## src/rtl/uart_tx_pkg.sv

```systemverilog
// Shared types and constants for the UART transmitter.
package uart_tx_pkg;

    localparam int DEF_DATA_WIDTH = 8;
    localparam int DEF_PRESCALE_W = 6;

    // Frame length in bit periods: start + 8 data + stop, optionally + parity.
    localparam int FRAME_BITS     = 10;
    localparam int FRAME_BITS_PAR = 11;

    typedef enum logic [2:0] {
        IDLE,
        START,
        DATA,
        PARITY,
        STOP
    } tx_state_e;

endpackage

```

## src/rtl/tx_baud_counter.sv

```systemverilog
// Bit-period timer for uart_tx: counts prescale cycles per bit and tracks the data bit index.
module tx_baud_counter #(
    parameter int PRESCALE_W = 6,
    parameter int BIT_W      = 3,
    parameter int LAST_BIT   = 7
) (
    input  logic                  clk,
    input  logic                  rst,
    input  logic                  en,
    input  logic                  bit_adv,
    input  logic [PRESCALE_W-1:0] prescale,
    output logic                  bit_done,
    output logic [BIT_W-1:0]      bit_idx,
    output logic                  bit_last
);

    logic [PRESCALE_W-1:0] cnt;
    logic [PRESCALE_W-1:0] cnt_last;

    // A prescale of zero behaves like one: every cycle ends a bit.
    assign cnt_last = (prescale == '0) ? '0 : prescale - 1'b1;
    assign bit_done = en && (cnt == cnt_last);
    assign bit_last = (bit_idx == BIT_W'(LAST_BIT));

    always_ff @(posedge clk or negedge rst) begin
        if (!rst) begin
            cnt <= '0;
        end else if (!en || bit_done) begin
            cnt <= '0;
        end else begin
            cnt <= cnt + 1'b1;
        end
    end

    always_ff @(posedge clk or negedge rst) begin
        if (!rst) begin
            bit_idx <= '0;
        end else if (!en) begin
            bit_idx <= '0;
        end else if (bit_done && bit_adv) begin
            bit_idx <= bit_last ? '0 : bit_idx + 1'b1;
        end
    end

endmodule

```

## src/rtl/uart_tx.sv

```systemverilog
// UART transmitter: start, 8 data bits LSB first, optional parity, one stop bit.
// Parity support is compiled in only when UART_TX_PARITY_EN is defined.
module uart_tx
    import uart_tx_pkg::*;
#(
    parameter int DATA_WIDTH = DEF_DATA_WIDTH,
    parameter int PRESCALE_W = DEF_PRESCALE_W
) (
    input  logic                  clk,
    input  logic                  rst,
    input  logic [PRESCALE_W-1:0] prescale,
    input  logic [DATA_WIDTH-1:0] data_in,
    input  logic                  data_valid,
`ifdef UART_TX_PARITY_EN
    input  logic                  par_en,
    input  logic                  par_typ,
`endif
    output logic                  tx_out,
    output logic                  busy
);

    localparam int BIT_W = (DATA_WIDTH > 1) ? $clog2(DATA_WIDTH) : 1;

    tx_state_e             state;
    tx_state_e             state_next;
    logic [DATA_WIDTH-1:0] data_reg;
    logic [PRESCALE_W-1:0] pre_reg;
    logic                  accept;
    logic                  tx_next;
    logic                  bit_done;
    logic                  bit_last;
    logic [BIT_W-1:0]      bit_idx;
`ifdef UART_TX_PARITY_EN
    logic                  par_en_reg;
    logic                  par_bit_reg;
`endif

    assign accept = (state == IDLE) && data_valid;

    tx_baud_counter #(
        .PRESCALE_W (PRESCALE_W),
        .BIT_W      (BIT_W),
        .LAST_BIT   (DATA_WIDTH - 1)
    ) u_baud (
        .clk      (clk),
        .rst      (rst),
        .en       (state != IDLE),
        .bit_adv  (state == DATA),
        .prescale (pre_reg),
        .bit_done (bit_done),
        .bit_idx  (bit_idx),
        .bit_last (bit_last)
    );

    always_ff @(posedge clk or negedge rst) begin
        if (!rst) begin
            state <= IDLE;
        end else begin
            state <= state_next;
        end
    end

    always_comb begin
        state_next = state;
        case (state)
            IDLE:  if (data_valid) state_next = START;
            START: if (bit_done)   state_next = DATA;
            DATA: begin
                if (bit_done && bit_last) begin
`ifdef UART_TX_PARITY_EN
                    state_next = par_en_reg ? PARITY : STOP;
`else
                    state_next = STOP;
`endif
                end
            end
`ifdef UART_TX_PARITY_EN
            PARITY: if (bit_done) state_next = STOP;
`endif
            STOP:  if (bit_done)   state_next = IDLE;
            default: state_next = IDLE;
        endcase
    end

    // Line level for the current state; registered one cycle later into tx_out.
    always_comb begin
        tx_next = 1'b1;
        case (state)
            START:  tx_next = 1'b0;
            DATA:   tx_next = data_reg[bit_idx];
`ifdef UART_TX_PARITY_EN
            PARITY: tx_next = par_bit_reg;
`endif
            default: tx_next = 1'b1;
        endcase
    end

    // Frame parameters are frozen at accept so mid-frame input changes are harmless.
    always_ff @(posedge clk or negedge rst) begin
        if (!rst) begin
            data_reg <= '0;
            pre_reg  <= '0;
        end else if (accept) begin
            data_reg <= data_in;
            pre_reg  <= prescale;
        end
    end

`ifdef UART_TX_PARITY_EN
    always_ff @(posedge clk or negedge rst) begin
        if (!rst) begin
            par_en_reg  <= 1'b0;
            par_bit_reg <= 1'b0;
        end else if (accept) begin
            par_en_reg  <= par_en;
            par_bit_reg <= (^data_in) ^ par_typ;
        end
    end
`endif

    always_ff @(posedge clk or negedge rst) begin
        if (!rst) begin
            tx_out <= 1'b1;
            busy   <= 1'b0;
        end else begin
            tx_out <= tx_next;
            busy   <= (state != IDLE);
        end
    end

endmodule

```

## config.mk

```make
export PLATFORM = sky130hd
export DESIGN_NAME = uart_tx
export DESIGN_NICKNAME = d
export VERILOG_FILES = /design/src/rtl/uart_tx_pkg.sv /design/src/rtl/tx_baud_counter.sv /design/src/rtl/uart_tx.sv
export SDC_FILE = /design/constraint.sdc
export NUM_CORES = 1
export LEC_CHECK = 0
export ABC_AREA = 1
export CAP_MARGIN = 25
export CORE_UTILIZATION = 25
export CTS_CLUSTER_DIAMETER = 150
export CTS_CLUSTER_SIZE = 16
export DETAILED_ROUTE_END_ITERATION = 6
export PLACE_DENSITY = 0.46
export SLEW_MARGIN = 15
export SYNTH_ARGS = -nofsm -noshare
export SYNTH_HDL_FRONTEND = slang
export SYNTH_HIERARCHICAL = 1
export SYNTH_SLANG_ARGS = --single-unit
export TNS_END_PERCENT = 10
```

## constraint.sdc

```tcl
create_clock -name clk -period 1.8 [get_ports clk]
set_input_delay 0.27 -clock clk [delete_from_list [all_inputs] [get_ports clk]]
set_output_delay 0.27 -clock clk [all_outputs]
set_load 0.01 [all_outputs]
```

# Yosys cells after proc, flatten, opt, wreduce, memory -nomap -nowiden
# Index checks and enable logic that the tools add are counted.
[totals] reg_bits=28 latch_bits=0 ram_bits=0 romBits=0 in_bits=17 out_inout_bits=2 elab_cells=44 memories=0
[op_classes] add_sub_neg=3 multipliers=0 n_div=0 order_cmp=1 eq_ne=10 n_shift=0 n_mux=13 bitwise_logic=0 reduce_logical=10
[ops] cell="3-bit 2-to-1 mux" count=7
[ops] cell="6-bit 2-to-1 mux" count=2
[ops] cell="3-bit one-hot mux with 4 select lines" count=1
[ops] cell="2-bit inequality test, second input constant" count=5
[ops] cell="6-bit by 1-bit adder with 6-bit output, second input constant" count=1
[ops] cell="3-bit equality test, second input constant" count=2
[ops] cell="6-bit equality test" count=1
[ops] cell="6-bit logical NOT" count=1
[ops] cell="6-bit by 1-bit subtractor with 6-bit output, second input constant" count=1
[ops] cell="1-bit logical AND" count=4
[ops] cell="3-bit by 4-bit < comparator with 1-bit output, second input constant" count=1
[ops] cell="4-bit AND reduction" count=1
[ops] cell="3-bit by 1-bit adder with 3-bit output, second input constant" count=1
[ops] cell="1-bit binary-select mux with 3-bit select" count=1
[ops] cell="3-bit by 1-bit equality test with 1-bit output, second input constant" count=1
[ops] cell="3-bit by 2-bit equality test with 1-bit output, second input constant" count=1
[ops] cell="3-bit logical NOT" count=1
[ops] cell="3-bit nonzero test" count=1
[ops] cell="1-bit one-hot mux with 2 select lines" count=1
[ops] cell="1-bit logical NOT" count=1
[ops] cell="1-bit logical OR" count=1
[ops] cell="1-bit 2-to-1 mux" count=1

# Logic depth before layout (Yosys ltp)
[logic_depth] depth_word=7 depth_mapped=14 depth_no_buf=14

# Cells and area by module
# The synthesis kept the hierarchy.
[by_module_without_submodules] module="uart_tx" n_inst=1 cells_each=111 area_each_um2=938.4 seq_area_each_um2=476.7
[by_module_without_submodules] module="tx_baud_counter" n_inst=1 cells_each=102 area_each_um2=718.2 seq_area_each_um2=225.2

# Worst setup path before layout
# OpenSTA, ideal clock, no wires.
[synth_timing] path_kind="register to register" from="reg pre_reg[0]" to="reg state[1]" setup_time_ns=0.121 t_arrival_ns=1.656 required_ns=1.679 slack_ns=0.023 path_stages_with_launch=13 path_buffers=0 synth_period_minus_slack_ns=1.777 path_cell_list="dfrtp_1 inv_1 ha_1 nand3_2 nand2_1 nand2_1 nand2_1 nand2_1 nor2_1 and3_1 inv_1 o21ai_0 nand2_1"
[synth_via] elab_chain_len=7 word_cells_on_any_way=10 cone_classes="add/sub: 1; eq/ne: 4; mux: 1; reduce/logical: 4"
[synth_lines] element="start, declared" line="uart_tx.sv:27" rtl="logic [PRESCALE_W-1:0] pre_reg;"
[synth_lines] element="start signal, assigned" line="uart_tx.sv:105" rtl="pre_reg <= prescale;"
[synth_lines] element="6-bit by 1-bit subtractor with 6-bit output / 6-bit logical NOT (equally long branches)" line="tx_baud_counter.sv:21" rtl="assign cnt_last = (prescale == '0) ? '0 : prescale - 1'b1;"
[synth_lines] element="6-bit 2-to-1 mux (*)" line="tx_baud_counter.sv:21"
[synth_lines] element="6-bit equality test (*)" line="tx_baud_counter.sv:22" rtl="assign bit_done = en && (cnt == cnt_last);"
[synth_lines] element="1-bit logical AND (*)" line="tx_baud_counter.sv:22"
[synth_lines] element="via bit_done" line="uart_tx.sv:30" rtl="logic bit_done;"
[synth_lines] element="1-bit logical AND" line="uart_tx.sv:69" rtl="if (bit_done && bit_last) begin"
[synth_lines] element="2-bit inequality test (no line)"
[synth_lines] element="4-bit AND reduction (no line) (*)"
[synth_lines] element="end signal, assigned" line="uart_tx.sv:59" rtl="state <= state_next;"
[synth_lines] element="end, declared" line="uart_tx.sv:24" rtl="tx_state_e state;"
# Mark *: on every way through the listed nets, which the timed path passes. The rest lies on a longest branch.
# A chain may end at the register's enable or synchronous reset.

# Worst setup path in the final report
[layout_timing] from="reg pre_reg[1]" to="reg state[1]"
# The elaborated chain is that of the path after synthesis.

==> reports/results.tsv <==
stage	metric	value	unit
status	outcome	completed	
clocking	cts_inserted_buffers	3	
logic_synthesis	synth_top_family_by_area	simple AND/OR/NAND/NOR gates	
worst_setup_path	crit_slowest_cell	dfrtp_1	
sta	relSlewSlack	75.1	%
sta	finalWorstPathRequiredPeriod	1.75	ns
detailed_routing	antenna_left	0	
logic_synthesis	synth_flop_cell	dfrtp_1	
sta	rsz0062_at_grt	yes	
logic_synthesis	synthAdderAreaFrac	3.02	%
logic_synthesis	synth-edff-count	0	
power	p_per_area	1710	nW/um^2
global_route	grt_usage	10.4	%
global_route	grt_start_max_net_pins	29	
worst_setup_path	cp.arrival	1.93	ns
clocking	worstSkewPairLatency	0.27	ns
detailed_routing	wl	3660	um
worst_hold_path	hold_path_class	in -> async	
logic_synthesis	synth_compound_area_share	4.83	%
clocking	clkSlewWorstSetupHoldPaths	0.10	ns
placement	portBuffers	18	
sta	timing.hold.ws	0.363	ns
cells_and_area	n_fill_cell	674	
logic_synthesis	ys_seq_area_share	42.4	%
cells_and_area	largest_register_ffs	8	
logic_synthesis	muxShareOfSynthArea	0	%
cells_and_area	regArea	703	um^2
logic_synthesis	synth_area_leaders	dfrtp_1, nand2_1, nand3_1	
sta	fin_crit_sh	97.5	%
die	ios	19	
logic_synthesis	synth_xor_area_share	2.64	%
logic_synthesis	synth_fp_nets	234	
detailed_routing	drc	0	
worst_setup_path	rrSetupSlack	0.05	ns
job	cap_violations	0	
die	start_util	25.9	%
cells_and_area	fin_nets	266	
worst_setup_path	worstRegToRegCells	12	
clocking	h-tree-depth	1	
worst_setup_path	cp-start-kind	flip-flop	
global_route	grt_pass1_vias	1285	
die	coreArea	6390	um^2
worst_setup_path	slowest_delay	0.42	ns
global_route	antenna_found_initial	0	
die	die_y	83.4	um
global_route	grt_pass1_wl	5980	um
cells_and_area	stdcell_area	2170	um^2
sta	finalWorstSetupSlack	0.0451	ns
logic_synthesis	syn_area	1660	um^2
clocking	cts.sinks	28	
sta	clock_skew	0.00589	ns
sta	tightest_slew	0.373	ns
die	die_w	83.4	um
clocking	cts_tree	done	
worst_setup_path	worstReg2RegEnd	state[1]	
sta	drv_slew	0	
power	peakVddDrop	0.000700	V
cells_and_area	drive_gt1_share	25.4	%
logic_synthesis	netlist_instances	213	
logic_synthesis	synth-simple-area-share	38.7	%
sta	setup_tns	0	ns
cells_and_area	multi_input_area	926	um^2
detailed_routing	vias	1426	
cells_and_area	area_growth	31.0	%
logic_synthesis	ys_types	26	
placement	dp_slack	-0.0640	ns
placement	dpl.hpwl	2590	um
worst_setup_path	crit_type	reg -> reg	
die	num_rows	29	
logic_synthesis	synth_top_area_share	40.8	%
detailed_routing	wl_per_cell	11.4	um
logic_synthesis	ys_warn_count	6	
worst_setup_path	cp_common_cell	nand2_2	
die	dieArea	6960	um^2
logic_synthesis	yosys.area.top_type	dfrtp_1	
detailed_routing	firstDrtPassIters	4	
logic_synthesis	avgSynthCellArea	7.78	um^2
sta	hold_viol	0	
clocking	clock_path_buffers	2	
placement	place_congestion	0.812	
worst_setup_path	r2r_start	pre_reg[1]	
power	leakage	1.04	nW
logic_synthesis	synth-seq-cells	28	
logic_synthesis	synthTopCellsByCount	nand2_1, nand3_1, inv_1, dfrtp_1, nor2_1	
worst_setup_path	critPathCaptureType	flip-flop	
logic_synthesis	synthArstFlopShare	100	%
detailed_routing	first_iter_violations	84	
worst_setup_path	path_cells	buf_6 > nor2_4 > nand3_2 > nand2_2 > nand3_2 > nand2_2 > nand2_2 > nor2_4 > and3_4 > inv_4 > o21ai_2 > nand2_1	
logic_synthesis	yosysMostFrequentCell	nand2_1	
cells_and_area	antennaDiodeCount	0	
worst_setup_path	crit_fanout	4	
sta	fmax	0.570	GHz
placement	placed_area	1970	um^2
global_route	overflow	0	
detailed_routing	vias_per_cell	4.44	
sta	setup_viol	0	
worst_setup_path	critPathRequiredTime	1.97	ns
clocking	root_buffer	clkbuf_8	
[report_power, final]
| part | total, mW | internal (mW) | switching (mW) |
|---|---|---|---|
| clock | 0.393 | 0.196 | 0.197 |
| combinational | 2.22 | 0.937 | 1.29 |
| sequential | 1.09 | 0.881 | 0.210 |
| total | 3.71 | 2.01 | 1.69 |
[stage by stage]
stage | utilization, % | instances | power, mW
after floorplan | - | 213 | 2.42
after global placement | 30.8 | 313 | 2.96
after detailed placement | 30.8 | 313 | 2.93
after CTS | 32.2 | 317 | 3.41
after global routing | 34.0 | 321 | 4.06
final | 34.0 | 321 | 3.71
[area by class of cell]
cell class | instances | area share [%]
sequential | 28 | 32.4
inverter | 29 | 5.13
multi-input combinational | 153 | 42.7
tap | 77 | 4.44
timing repair buffer | 30 | 12.8
clock buffer | 4 | 2.54
[placed cells by master (no fill, tap or decap), drive strengths merged]
cell type / netlist / routed
dfrtp: 27 / 27
nor2: 27 / 27
nand4: 8 / 8
nand2: 57 / 57
ha: 4 / 4
xor2: 4 / 4
buf: 3 / 12
inv: 29 / 29
o21ai: 3 / 3
nor3: 1 / 1
and2: 1 / 1
a21oi: 7 / 7
and3: 1 / 1
nand3b: 5 / 5
clkbuf: 1 / 4
xnor2: 1 / 1
clkdlybuf4s50: 0 / 18
nand3: 33 / 34
dfstp: 1 / 1
[per-layer routing]
metal  vias to the layer above  GRT usage [%]  part of all wire, %
li1                        747              -                    -
met1                       663           15.5                   53
met2                        14           15.6                   43
met3                         2           1.29                  2.2
met4                         0           3.29                 0.98
met5                         -              0                    0
[worst max-delay path, delay by kind of cell, from the launching register on]
kind / cells / cell delay, ns
flops: 1 / 0.42
simple gates: 9 / 0.95
buf+inv: 2 / 0.17
compound gates: 1 / 0.13
[cells by family (layout without fill, tap and decap cells)]
logic type	Yosys count	in the layout
flops	28	28
buf+inv	33	63
fa+ha+maj	4	4
compound gates	10	10
xor+xnor	5	5
simple gates	133	134
[repair_timing]
item / 4_1_cts / 5_1_grt
hold buffers: 0 / 0
gates cloned: 0 / 1
gates resized for setup: 5 / 27
endpoints found under the setup margin: 11 / 12
pin swaps: 0 / 17
setup buffers: 0 / 3
[worst max-delay path by stage]
stage / start / end / cells after the start
6_report: pre_reg[1] / state[1] / 12
5_1_grt: pre_reg[1] / u_baud/bit_idx[0] / 12
4_1_cts: pre_reg[0] / state[1] / 11
3_5_place_dp: pre_reg[0] / state[1] / 12
3_3_place_gp: pre_reg[0] / u_baud/cnt[3] / 9
2_1_floorplan: pre_reg[0] / state[1] / 12
(Power assumes the default switching activity.)
